**config.mk**
```make
export PLATFORM = sky130hd
export DESIGN_NAME = multicycle_control
export DESIGN_NICKNAME = d
export VERILOG_FILES = /design/src/rtl/multicycle_control.sv
export SDC_FILE = /design/constraint.sdc
export NUM_CORES = 1
export LEC_CHECK = 0
export BUFFER_PORTS_ARGS = -buffer_cell sky130_fd_sc_hd__buf_2
export CAP_MARGIN = 5
export CORE_ASPECT_RATIO = 0.9
export CORE_MARGIN = 1.5
export CORE_UTILIZATION = 51
export CTS_CLUSTER_SIZE = 40
export DETAILED_ROUTE_END_ITERATION = 7
export GPL_TIMING_DRIVEN = 0
export HOLD_SLACK_MARGIN = 0.06
export PLACE_DENSITY = 0.81
export SLEW_MARGIN = 20
export SYNTH_ARGS = -nofsm -noshare
export SYNTH_HDL_FRONTEND = slang
export SYNTH_SLANG_ARGS = --single-unit
```
**constraint.sdc**
```tcl
create_clock -name clk -period 2.1 [get_ports clk]
set_clock_uncertainty 0.15 [all_clocks]
set_input_delay 0.105 -clock clk [delete_from_list [all_inputs] [get_ports clk]]
set_output_delay 0.105 -clock clk [all_outputs]
set_load 0.01 [all_outputs]
```
**src/rtl/multicycle_control.sv**
```systemverilog
// ----------------------------------------------------------------------------
// multicycle_control
//   Main control FSM of a multicycle MIPS datapath. Walks each instruction
//   through fetch / decode / execute / memory / writeback, drives every
//   datapath mux select and write enable, hands AluOp to the downstream ALU
//   control decoder, stalls on the memory handshake and counts retired
//   instructions.
//
// Ports
//   clk          in   1      rising-edge clock
//   reset        in   1      asynchronous, active-high reset
//   Op           in   6      opcode from the instruction register (IR[31:26])
//   mem_ready    in   1      memory access completes this cycle
//   PCWrite      out  1      unconditional PC load
//   PCWriteCond  out  1      PC load qualified by ALU Zero (beq)
//   IorD         out  1      memory address: 0=PC, 1=ALUOut
//   MemRead      out  1      memory read request
//   MemWrite     out  1      memory write request
//   IRWrite      out  1      load the instruction register
//   MemtoReg     out  1      register write data: 0=ALUOut, 1=MDR
//   RegDst       out  1      destination register: 0=rt, 1=rd
//   RegWrite     out  1      register file write enable
//   AluSrcA      out  1      ALU A: 0=PC, 1=A register
//   AluSrcB      out  2      ALU B: 00=B, 01=4, 10=signext imm, 11=signext imm<<2
//   AluOp        out  2      00=add, 01=sub, 10=decode function field
//   PCSource     out  2      00=ALU result, 01=ALUOut, 10=jump target
//   illegal_op   out  1      one-cycle pulse: unsupported opcode seen in DECODE
//   state_o      out  4      current state encoding (debug)
//   instr_count  out  CNT_W  instructions retired since reset (wraps)
//
// Memory handshake: MemRead / MemWrite act as a request "valid" that is held
// high, with address and data selects stable, for every cycle the FSM sits in
// an access state. mem_ready is the "ready": the access completes on the
// first clock edge where both are high, and only then does the FSM advance.
// mem_ready is ignored in every state that issues no request.
// ----------------------------------------------------------------------------
module multicycle_control #(
  parameter logic [5:0] OP_RTYPE = 6'b000000,
  parameter logic [5:0] OP_LW    = 6'b100011,
  parameter logic [5:0] OP_SW    = 6'b101011,
  parameter logic [5:0] OP_BEQ   = 6'b000100,
  parameter logic [5:0] OP_J     = 6'b000010,
  parameter int         CNT_W    = 32
) (
  input  logic             clk,
  input  logic             reset,
  input  logic [5:0]       Op,
  input  logic             mem_ready,
  output logic             PCWrite,
  output logic             PCWriteCond,
  output logic             IorD,
  output logic             MemRead,
  output logic             MemWrite,
  output logic             IRWrite,
  output logic             MemtoReg,
  output logic             RegDst,
  output logic             RegWrite,
  output logic             AluSrcA,
  output logic [1:0]       AluSrcB,
  output logic [1:0]       AluOp,
  output logic [1:0]       PCSource,
  output logic             illegal_op,
  output logic [3:0]       state_o,
  output logic [CNT_W-1:0] instr_count
);

  typedef enum logic [3:0] {
    S_IDLE   = 4'd0,
    S_FETCH  = 4'd1,
    S_DECODE = 4'd2,
    S_MEMADR = 4'd3,
    S_MEMRD  = 4'd4,
    S_MEMWB  = 4'd5,
    S_MEMWR  = 4'd6,
    S_EXEC   = 4'd7,
    S_RTWB   = 4'd8,
    S_BRANCH = 4'd9,
    S_JUMP   = 4'd10
  } state_t;

  // Mux select encodings, named for readability in the decode below.
  localparam logic [1:0] SRCB_REG  = 2'b00;
  localparam logic [1:0] SRCB_FOUR = 2'b01;
  localparam logic [1:0] SRCB_IMM  = 2'b10;
  localparam logic [1:0] SRCB_BOFS = 2'b11;
  localparam logic [1:0] ALU_ADD   = 2'b00;
  localparam logic [1:0] ALU_SUB   = 2'b01;
  localparam logic [1:0] ALU_FUNCT = 2'b10;
  localparam logic [1:0] PC_ALU    = 2'b00;
  localparam logic [1:0] PC_ALUOUT = 2'b01;
  localparam logic [1:0] PC_JUMP   = 2'b10;

  state_t state;
  state_t state_next;
  logic   retire;

  // --------------------------------------------------------------------------
  // State register
  // --------------------------------------------------------------------------
  always_ff @(posedge clk or posedge reset) begin
    if (reset) begin
      state <= S_IDLE;
    end else begin
      state <= state_next;
    end
  end

  // --------------------------------------------------------------------------
  // Next-state and output decode. Outputs depend on state only (plus
  // mem_ready for the fetch-time IR/PC loads), so an asynchronous reset
  // forcing IDLE drops every request in the same cycle.
  // --------------------------------------------------------------------------
  always_comb begin
    state_next  = state;
    retire      = 1'b0;
    PCWrite     = 1'b0;
    PCWriteCond = 1'b0;
    IorD        = 1'b0;
    MemRead     = 1'b0;
    MemWrite    = 1'b0;
    IRWrite     = 1'b0;
    MemtoReg    = 1'b0;
    RegDst      = 1'b0;
    RegWrite    = 1'b0;
    AluSrcA     = 1'b0;
    AluSrcB     = SRCB_REG;
    AluOp       = ALU_ADD;
    PCSource    = PC_ALU;
    illegal_op  = 1'b0;

    case (state)
      S_IDLE: begin
        state_next = S_FETCH;
      end

      S_FETCH: begin
        // PC+4 is computed every cycle, but IR and PC only load on the cycle
        // the read completes so a stalled fetch leaves both untouched.
        MemRead  = 1'b1;
        IorD     = 1'b0;
        AluSrcA  = 1'b0;
        AluSrcB  = SRCB_FOUR;
        AluOp    = ALU_ADD;
        PCSource = PC_ALU;
        IRWrite  = mem_ready;
        PCWrite  = mem_ready;
        if (mem_ready) begin
          state_next = S_DECODE;
        end
      end

      S_DECODE: begin
        // Speculatively form the branch target into ALUOut while decoding.
        AluSrcA = 1'b0;
        AluSrcB = SRCB_BOFS;
        AluOp   = ALU_ADD;
        if (Op == OP_LW || Op == OP_SW) begin
          state_next = S_MEMADR;
        end else if (Op == OP_RTYPE) begin
          state_next = S_EXEC;
        end else if (Op == OP_BEQ) begin
          state_next = S_BRANCH;
        end else if (Op == OP_J) begin
          state_next = S_JUMP;
        end else begin
          // Unsupported opcode: flag it and refetch without retiring.
          illegal_op = 1'b1;
          state_next = S_FETCH;
        end
      end

      S_MEMADR: begin
        AluSrcA = 1'b1;
        AluSrcB = SRCB_IMM;
        AluOp   = ALU_ADD;
        if (Op == OP_LW) begin
          state_next = S_MEMRD;
        end else begin
          state_next = S_MEMWR;
        end
      end

      S_MEMRD: begin
        MemRead = 1'b1;
        IorD    = 1'b1;
        if (mem_ready) begin
          state_next = S_MEMWB;
        end
      end

      S_MEMWB: begin
        RegWrite   = 1'b1;
        RegDst     = 1'b0;
        MemtoReg   = 1'b1;
        retire     = 1'b1;
        state_next = S_FETCH;
      end

      S_MEMWR: begin
        // A store retires on the cycle its write is accepted.
        MemWrite = 1'b1;
        IorD     = 1'b1;
        if (mem_ready) begin
          retire     = 1'b1;
          state_next = S_FETCH;
        end
      end

      S_EXEC: begin
        AluSrcA    = 1'b1;
        AluSrcB    = SRCB_REG;
        AluOp      = ALU_FUNCT;
        state_next = S_RTWB;
      end

      S_RTWB: begin
        RegWrite   = 1'b1;
        RegDst     = 1'b1;
        MemtoReg   = 1'b0;
        retire     = 1'b1;
        state_next = S_FETCH;
      end

      S_BRANCH: begin
        AluSrcA     = 1'b1;
        AluSrcB     = SRCB_REG;
        AluOp       = ALU_SUB;
        PCWriteCond = 1'b1;
        PCSource    = PC_ALUOUT;
        retire      = 1'b1;
        state_next  = S_FETCH;
      end

      S_JUMP: begin
        PCWrite    = 1'b1;
        PCSource   = PC_JUMP;
        retire     = 1'b1;
        state_next = S_FETCH;
      end

      default: begin
        // Unused encodings recover through IDLE.
        state_next = S_IDLE;
      end
    endcase
  end

  // --------------------------------------------------------------------------
  // Retired-instruction counter; wraps naturally at 2^CNT_W.
  // --------------------------------------------------------------------------
  always_ff @(posedge clk or posedge reset) begin
    if (reset) begin
      instr_count <= '0;
    end else if (retire) begin
      instr_count <= instr_count + CNT_W'(1);
    end
  end

  assign state_o = state;

endmodule

```
== Word-level counts from Yosys, hierarchy flattened ==
Cells that the tools add are included.
Storage, ports and cells
  register bits: 36
  output and inout port bits: 53
Cells by class
  add/sub/neg operators: 1
  eq/ne operators: 17
  mux-type cells: 29
  reduce and logical (&&, ||, !) cells: 10
Operator list (number)
  adder 32 x 1 -> 32 bit (second input constant): 1
  two-way mux 4 bit: 7
  one-hot mux 4 bit (7 select lines): 1
  == test 4 x 3 -> 1 bit (second input constant): 4
  two-way mux 1 bit: 15
  == test 4 bit (second input constant): 3
  == test 6 bit (second input constant): 2
  == test 4 x 2 -> 1 bit (second input constant): 2
  one-hot mux 2 bit (2 select lines): 2
  == test 6 x 2 -> 1 bit (second input constant): 1
  == test 6 x 3 -> 1 bit (second input constant): 1
  zero test 6 bit: 1
  inequality test 2 bit (second input constant): 3
  one-hot mux 2 bit (3 select lines): 1
  OR reduction 2 bit: 3
  OR reduction 5 bit: 1
  == test 4 x 1 -> 1 bit (second input constant): 1
  zero test 4 bit: 1
  one-hot mux 1 bit (2 select lines): 2
  OR reduction 4 bit: 1
  AND reduction 3 bit: 1
  OR reduction 3 bit: 1
  two-way mux 2 bit: 1
  logical OR 1 bit: 1

== Logic depth before layout (Yosys ltp) ==
Gate-level depths: netlist (run 1).
  word-level depth: 6
  gate-level depth with buffers: 5
  mapped depth without buffers: 5

== Least setup slack after synthesis (run 1) ==
No wires, ideal clock.
  path kind: flip-flop to output port
  start: register state[2] (netlist: state_o[2])
  end: output PCWrite
  arrival: 1.598 ns
  required time: 1.845 ns
  path slack: 0.247 ns
  cell stages (with the launch flop): 5
  path buffers: 1
  cells stage by stage: dfrtp_1 clkbuf_1 nand2b_1 nor4b_1 or2_2
Between the ends
  word-level cells in the longest chain between the ends: 2
  elaborated cells on any way between the ends: 3
  classes of those cells: eq/ne: 2; mux: 1
Ends and longest elaborated chain
  start, declared: line 93  | state_t state;
  start signal, assigned: line 104  | state <= state_next;
  == test 4 bit or == test 4 x 1 -> 1 bit (tied branches): line 131  | case (state)
  one-hot mux 1 bit (2 select lines) (*): line 131
  end, declared: line 49  | output logic PCWrite,
Mark *: on every way between the ends. The rest lies on a longest branch, timed or not.

== Worst setup path in the final report (run 1) ==
  start: register state[3] (netlist: state_o[3])
  end: output illegal_op
Between the ends
  word-level cells in the longest chain between the ends: 2
Ends and longest elaborated chain
  == test 4 x 2 -> 1 bit: line 131
  two-way mux 1 bit: line 131
  end, declared: line 62  | output logic illegal_op,
No other way between the ends.

==> results of run 1 <==
## stage by stage
stage	utilization, %	hold WS (ns)	instance area [sq um]
6_report	69.46	0.08167	2646
5_1_grt	69.46	0.1101	2646
4_1_cts	68.41	0.06443	2606
3_5_place_dp	64.30	0.1313	2450
3_3_place_gp	64.30	0.2456	2450
2_1_floorplan	-	0.06715	2087
## path summary, 6_finish.rpt
path | startpoint | end | slack, ns
setup / recovery | state_o[3] | illegal_op | 0.1
hold / removal | Op[3] | state_o[2] | 0.08
setup reg to reg | instr_count[1] | instr_count[30] | 0.17
hold reg to reg | instr_count[31] | instr_count[31] | 0.32
max in group asynchronous | reset | instr_count[0] | 0.91
min in group asynchronous | reset | instr_count[14] | 0.36
## sequential cells by signal, summed over array words and instances, names as in the netlist
| register | flops |
|---|---|
| instr_count | 32 |
| state_o | 4 |
## synth_stat cells, types with 2 or more instances
master,number,area share (%)
sky130_fd_sc_hd__or2_2,3,0.90
sky130_fd_sc_hd__a21oi_1,3,0.72
sky130_fd_sc_hd__nand2b_1,5,1.5
sky130_fd_sc_hd__nand2_1,19,3.4
sky130_fd_sc_hd__and2_1,4,1.2
sky130_fd_sc_hd__o21ai_0,3,0.72
sky130_fd_sc_hd__nor4_2,12,7.2
sky130_fd_sc_hd__nand4_1,8,2.4
sky130_fd_sc_hd__xor2_1,25,10
sky130_fd_sc_hd__o32ai_1,2,0.84
sky130_fd_sc_hd__nor2_1,9,1.6
sky130_fd_sc_hd__nor4_1,4,1.2
sky130_fd_sc_hd__buf_4,4,1.4
sky130_fd_sc_hd__and4_1,8,3.4
sky130_fd_sc_hd__and3_1,3,0.90
sky130_fd_sc_hd__nor3_1,9,2.2
sky130_fd_sc_hd__xnor2_1,8,3.4
sky130_fd_sc_hd__nand4b_1,2,0.84
sky130_fd_sc_hd__clkbuf_1,4,0.72
sky130_fd_sc_hd__inv_1,7,1.3
sky130_fd_sc_hd__nand3_1,9,2.2
sky130_fd_sc_hd__dfrtp_1,36,43
## power breakdown
group          total [mW]  internal [mW]  leakage (nW)  switching (mW)
Sequential          0.893          0.775         0.478           0.117
Clock               0.513          0.268        0.0455           0.246
Combinational       0.991          0.402         0.857           0.590
## timing repair
item                                   CTS  global route
hold buffers                             6             0
setup endpoints to repair                1             9
gates resized for setup                  1            16
endpoints found under the hold margin   40             0
pin swaps                                0             1
buffers inserted                         0             1
## layer usage
layer | global-route usage, % | up-vias
met5 | 0 | -
met4 | 8.173 | 0
met3 | 6.720 | 14
met2 | 36.91 | 65
met1 | 34.16 | 916
li1 | - | 880
## worst register-to-register path, stage by stage, from the launching register on
cell and delay [ns]:
sky130_fd_sc_hd__dfrtp_1 0.45, sky130_fd_sc_hd__ha_2 0.32, sky130_fd_sc_hd__and3_1 0.18, sky130_fd_sc_hd__nand4_1 0.09, sky130_fd_sc_hd__buf_4 0.18, sky130_fd_sc_hd__nor4_4 0.24
sky130_fd_sc_hd__xor2_1 0.23
## cell families (layout without fill, tap and decap cells)
logic type	Yosys count	after routing	share of synthesized area [%]
AO/OA/AOI/OAI	15	15	6.056
XOR/XNOR	34	34	14.63
adder cells (fa/ha/maj)	1	1	0.5994
buffers and inverters	17	93	4.196
flip-flops	36	36	43.17
multiplexers	1	1	0.5395
AND/OR/NAND/NOR	100	100	30.82
## final cells by class
| cell class | instances | area, sq um | area share (%) |
|---|---|---|---|
| Clock buffer | 8 | 90.09 | 3.404 |
| Multi-Input combinational cell | 151 | 1131 | 42.74 |
| Timing Repair Buffer | 68 | 372.9 | 14.09 |
| Buffer | 10 | 66.31 | 2.506 |
| Sequential cell | 36 | 902.1 | 34.09 |
| Inverter | 7 | 26.28 | 0.9929 |
| Tap cell | 46 | 57.56 | 2.175 |
==> results by stage, run 1 <==
Floorplanning:
- The starting density of the core is 54.78%.
- The I/O pin total is 62.
- The die is 70.43 um wide.
- The die covers 4485 sq um.
- From bottom edge to top edge, the die measures 63.69 um.
- The initialized floorplan defines 21 standard-cell rows.
- The area of the core region is 3810 sq um.

STA:
- The worst slew margin relative to its limit is 49.62%.
- The count of endpoints failing hold in the final timing report was 0.
- The minimum clock period is 2.005 ns.
- The number of setup violations in the final report is 0.
- At the pin with the least slew margin, the transition time is 0.7546 ns.
- The number of slew-limit violations in the final report is 0.
- The final worst setup slack is 0.09529 ns.
- Summed over all failing endpoints, the final setup total negative slack is 0 ns.
- Setup repair after global routing left no endpoint under its margin.
- The share of the clock period used by the worst path after layout is 95.46%.
- Derived from the worst setup path, the maximum achievable clock frequency is 0.4988 GHz.

Worst setup path:
- The number of gates on the worst path with buffers counted is 4.
- The launching element type of the critical path is a flop.
- On the critical path the largest part of the delay comes from flip-flops.
- The most numerous cell type found on the critical path is sky130_fd_sc_hd__buf_2.
- In this design, the stage delay of the slowest critical-path cell is 0.43 ns.
- The data required time at the worst endpoint is 1.85 ns.
- The slowest stage of the critical path belongs to the cell sky130_fd_sc_hd__dfrtp_1.
- Counting both buffers and inverters, the worst setup path holds a total of 2.
- Of all nets on the critical path, the largest fanout is 10.
- By startpoint and endpoint, the worst setup path is classified as flop to output port.
- Traced cell by cell, the critical path runs through buf_2 > nand2b_2 > a2111oi_2 > buf_2.
- The worst setup path is captured at an output port.
- Counting cells, the worst reg-to-reg path comes to 6.
- The arrival time reported for the critical path endpoint is 1.75 ns.

Power and ir drop:
- The maximum ir drop on the vdd rail is 580.8 uV.
- In this run the power density over the cells is 906.0 nW/um^2.
- The cell leakage power is 1.380 nW.
- After layout, the design draws a total of 2.397 mW.

Drt:
- The top routing layer in use is met4.
- The detail route stage leaves a number of antenna-violating nets equal to 0.
- The first detailed-routing pass ran for 4 iterations.
- After detailed routing, the wire length on met1 is 2331 um.
- In the detailed route, the total length drawn on met3 is 284 um.
- Dividing the detail-routed via count by the number of cells gives 5.752.
- The DRC marker count from the first detailed-route iteration is 227.
- The total length of routed met2 wires is 2386 um.
- The final routed DRC violation total is 0.
- After detailed routing, the average wire length per cell comes to 15.70 um.
- Across all layers, the routed design uses 1875 vias.
- The routed design has 5119 um of wire.

Cells and area:
- Relative to the synthesized area, the layout overhead comes to 26.80%.
- The most common cell after layout, fill and taps aside is sky130_fd_sc_hd__buf_2.
- The count of cells in the finished layout, fillers not included, comes to 326.
- The number of antenna diodes in the final layout is 0.
- The filler cell count is 306.
- The post-route netlist has 37.50% of its cells at a drive strength greater than 1.
- The top cell types in the final layout, fill and taps aside, are sky130_fd_sc_hd__buf_2 (63), sky130_fd_sc_hd__dfrtp_1 (35), sky130_fd_sc_hd__xor2_1 (25).
- After the last flow step, the layout net total stands at 289.

Clocking:
- In this run the clock root is driven by a sky130_fd_sc_hd__clkbuf_8.
- The depth of the CTS H-tree is 2.
- The clock passes through at most 2 buffers.
- The clock edge transition at the registers on the reported setup and hold paths is 0.07 ns.
- The number of buffers added by the clock tree synthesis step is 5.
- The clock latency reported for the late side of the worst-skew pair is 0.29 ns.
- CTS saw 36 sinks.
- The TritonCTS clock tree is done.

Yosys:
- The number of synthesized flops with an enable pin is 0.
- The portion of the post-synthesis area used by sequential elements is 43.17%.
- Synthesis produced a netlist whose cell count is 204.
- Among all flip-flop cells after synthesis, the most frequent one is sky130_fd_sc_hd__dfrtp_1.
- The net count after synthesis is 214.
- The post-synthesis average cell area is 10.23 sq um.
- In this run the cell area of the synthesized design comes to 2087 sq um.
- The flip-flop and latch count after synthesis is 36.
- The share of flip-flops with an asynchronous set or reset is 100.0%.
- The distinct cell type count of the synthesized netlist is 39.
- Yosys printed 0 warnings.

Placement:
- Once placement completed, the tool counted placed cells totaling 311.
- The number of buffers added on ports is 61.
- At the placement stage, the worst setup path has a slack of 0.008436 ns.
- The detailed-placement wirelength estimate is 3410 um.
- The last weighted congestion value of the routability-driven placer is 0.9468.

Global routing:
- Entering global routing, the biggest net connects 37 pins.
- The total global routing overflow is 0.
- The via count of the first global-routing pass is 1719.
- The total global-route track usage is 24.51%.
- The initial antenna violation count is 0.
- The wire length of the first global-routing pass is 8590 um.

Job:
- The number of max-cap violations is 0.

Run status:
- The run finished with clean final reports.

Worst hold path:
- The type of the worst min-delay path is input port to flop.
- Along the worst hold path, the cell count comes to 3.
(Power assumes the default switching activity.)
==> run 2: changes to the inputs <==
==> constraint.sdc (replaced) <==
create_clock -name clk -period 2.1 [get_ports clk]
set_clock_uncertainty 0.15 [all_clocks]
set_input_delay 0.21 -clock clk [delete_from_list [all_inputs] [get_ports clk]]
set_output_delay 0.21 -clock clk [all_outputs]
set_load 0.01 [all_outputs]
==> run 2 against run 1 <==
Routed wire length decreased by 3.3%. Critical path depth up 1. Clock power increased by 0.8%. Critical endpoint is now instr_count[30]. Register-to-register slack worse by 0.11 ns. Total power grew 0.16%. First-iteration DRC count decreased by 34%. Critical path type is now flop to flop. Largest cell class unchanged. Non-clock buffer count is 6 lower. Die area stayed put.
==> results by stage, run 2 (synthesis gave the netlist of run 1 again) <==
Run status:
- The run finished with clean final reports.

STA:
- The final worst setup slack was 0.06084 ns (-0.03446 ns).
- The worst slew margin relative to its limit is 50.80% (+1.2 points).
- The minimum clock period is 2.039 ns (+0.03446 ns).
- The share of the clock period used by the worst path after layout was 97.10% (+1.6 points).
- Setup repair after global routing could not meet its margin everywhere.
- The number of slew-limit violations in the final report is 0 (unchanged).
- The maximum achievable frequency is 0.4904 GHz (-1.7%).
- The worst-margin pin slew came to 0.7370 ns (-0.01760 ns).
- The number of setup violations in the final report is 0 (unchanged).
- The count of endpoints failing hold in the final timing report is 0 (unchanged).

Cells and area:
- The net count reported at finish was 283 (-2.1%).
- The most common cell after layout, fill and taps aside is sky130_fd_sc_hd__buf_2.
- The share of final-layout standard cells stronger than drive strength 1 is 39.05% (+1.6 points).
- The register with the most flip-flops is instr_count.
- In the layout the commonest cells are sky130_fd_sc_hd__buf_2 (61), sky130_fd_sc_hd__dfrtp_1 (33), sky130_fd_sc_hd__xor2_1 (25).
- The final design utilization is 69.00% (-0.46 points).
- The area added between synthesis and finish is 25.96%.
- The total inserted antenna cells is 0 (unchanged).
- The number of flip-flops under the largest register name is 32 (unchanged).

Job:
- The number of max-cap violations is 0 (unchanged).

Placement:
- The number of buffers added on ports is 61 (unchanged).
- The detailed-placement wirelength estimate is 3410 um (unchanged).
- The last weighted congestion value of the routability-driven placer is 0.9468 (unchanged).
- The pre-CTS worst setup slack was 0.008436 ns (unchanged).

Clocking:
- The number of buffers added by the clock tree synthesis step is 5 (unchanged).
- TritonCTS built the clock tree.
- The tree is rooted in a sky130_fd_sc_hd__clkbuf_8.
- The number of clock sinks seen by CTS came to 36 (unchanged).
- The clock latency reported for the late side of the worst-skew pair is 0.29 ns (about the same).
- The post-CTS repair timing setup buffer count is 0 (unchanged).
- The deepest clock path buffer count is 2 (unchanged).
- The depth of the CTS H-tree is 2 (unchanged).
- The clock edge transition at the registers on the reported setup and hold paths is 0.07 ns (about the same).

Floorplanning:
- The die height is 63.69 um (unchanged).
- The placement row count is 21 (unchanged).
- The area of the die is 4485 sq um (unchanged).
- The area of the core region is 3810 sq um (unchanged).
- The I/O pin total is 62 (unchanged).
- The starting density of the core was 54.78% (unchanged).
- The die extent in x came to 70.43 um (unchanged).

Worst setup path:
- The launching element type of the critical path is a flop.
- The delay of the slowest cell on the worst path is 0.48 ns (+0.05 ns).
- The endpoint type of the worst setup path is a flop.
- The signal on the critical path passes through ha_2 > and3_1 > nand4_1 > nor4_2 > xor2_1.
- The critical path is of the flop to flop type.
- The data required time at the worst endpoint is 2.15 ns (+0.30 ns).
- The arrival time reported for the critical path endpoint came to 2.09 ns (+0.34 ns).
- The number of cells on the worst reg-to-reg path came to 5 (-1).
- The library cell contributing the largest single delay on the critical path is sky130_fd_sc_hd__dfrtp_1.
- The top fanout value on the critical path is 8 (-2).

Drt:
- The post-detailed-route wirelength per cell is 15.47 um (-1.5%).
- The total wirelength of the detailed-routed design is 4949 um (-3.3%).
- The DRC marker count from the first detailed-route iteration is 149 (-34%).
- The via-per-instance ratio is 5.672 (-1.4%).
- The routed via count is 1815 (-3.2%).
- The first-pass detailed-route iteration total is 4 (unchanged).
- The final routed DRC violation total is 0 (unchanged).
- The residual antenna-violating net count after detailed routing is 0 (unchanged).

Global routing:
- The pin count of the biggest net entering global routing is 37 (unchanged).
- The via count of the first global-routing pass is 1672 (-2.7%).
- The total global routing overflow is 0 (unchanged).
- The wire length of the first global-routing pass is 8314 um (-3.2%).
- The initial antenna violation count is 0 (unchanged).
- The total global-route track usage is 23.69% (-0.82 points).

Power and ir drop:
- The cell leakage power is 1.344 nW (-2.6%).
- The maximum ir drop on the vdd rail was 583.7 uV (+0.50%).
- The power density over the cells is 913.5 nW/um^2 (+0.83%).

Worst hold path:
- The number of cells on the worst hold path was 4 (+1).
- The type of the worst min-delay path is input port to flop.
-- run 2: area by class of cell --
| cell class | count | area [sq um] |
|---|---|---|
| buffer | 8 | 58.81 |
| clock buffer | 8 | 90.09 |
| fill | 297 | 1181 |
| inverter | 7 | 26.28 |
| multi-input combinational | 151 | 1154 |
| sequential | 36 | 904.6 |
| tap | 46 | 57.56 |
| timing repair buffer | 64 | 337.8 |
-- run 2: worst max-delay path: cells and delay by family, from the launching register on --
family | cells | cell delay, ns
AND/OR/NAND/NOR | 3 | 0.75
flip-flops | 1 | 0.48
adder cells (fa/ha/maj) | 1 | 0.32
XOR/XNOR | 1 | 0.24
-- run 2: power breakdown --
group          leakage (nW)  switching, mW  total [mW]  internal, mW
registers             0.475          0.165       0.941         0.777
clock network        0.0455          0.249       0.517         0.268
logic                 0.824          0.541       0.943         0.402
total                  1.34          0.955        2.40          1.45
-- run 2: routing by layer --
metal / wire length (um) / part of all wire (%) / global-route usage, % / vias to the layer above
li1: - / - / - / 871
met1: 2236 / 45 / 33.64 / 881
met2: 2330 / 47 / 35.26 / 56
met3: 312 / 6.3 / 6.400 / 7
met4: 70 / 1.4 / 7.452 / 0
met5: 0 / 0 / 0 / -
-- run 2: metrics by stage --
step / power [mW] / area, sq um / TNS [ns] / instances / hold slack, ns
floorplan: 1.515 / 2087 / 0 / 204 / 0.1722
global placement: 1.813 / 2450 / 0 / 311 / 0.3026
detailed placement: 1.832 / 2450 / 0 / 311 / 0.2363
CTS: 2.346 / 2576 / 0 / 320 / 0.08048
global route: 2.543 / 2629 / -0.08978 / 320 / 0.09419
finish: 2.401 / 2629 / 0 / 320 / 0.07618
-- run 2: final timing paths --
path	start	end	slack, ns
setup / recovery	instr_count[0]	instr_count[30]	0.06
hold / removal	Op[4]	state_o[2]	0.08
setup reg to reg	instr_count[0]	instr_count[30]	0.06
hold reg to reg	instr_count[31]	instr_count[31]	0.32
max in group asynchronous	reset	state_o[3]	0.83
min in group asynchronous	reset	state_o[0]	0.45
-- run 2: repair_timing --
| action | 4_1_cts | 5_1_grt |
|---|---|---|
| pin swaps | 0 | 1 |
| hold buffers | 3 | 0 |
| cloned | 0 | 0 |
| gates resized for setup | 5 | 14 |
| setup endpoints to repair | 4 | 28 |
| endpoints found under the hold margin | 38 | 0 |
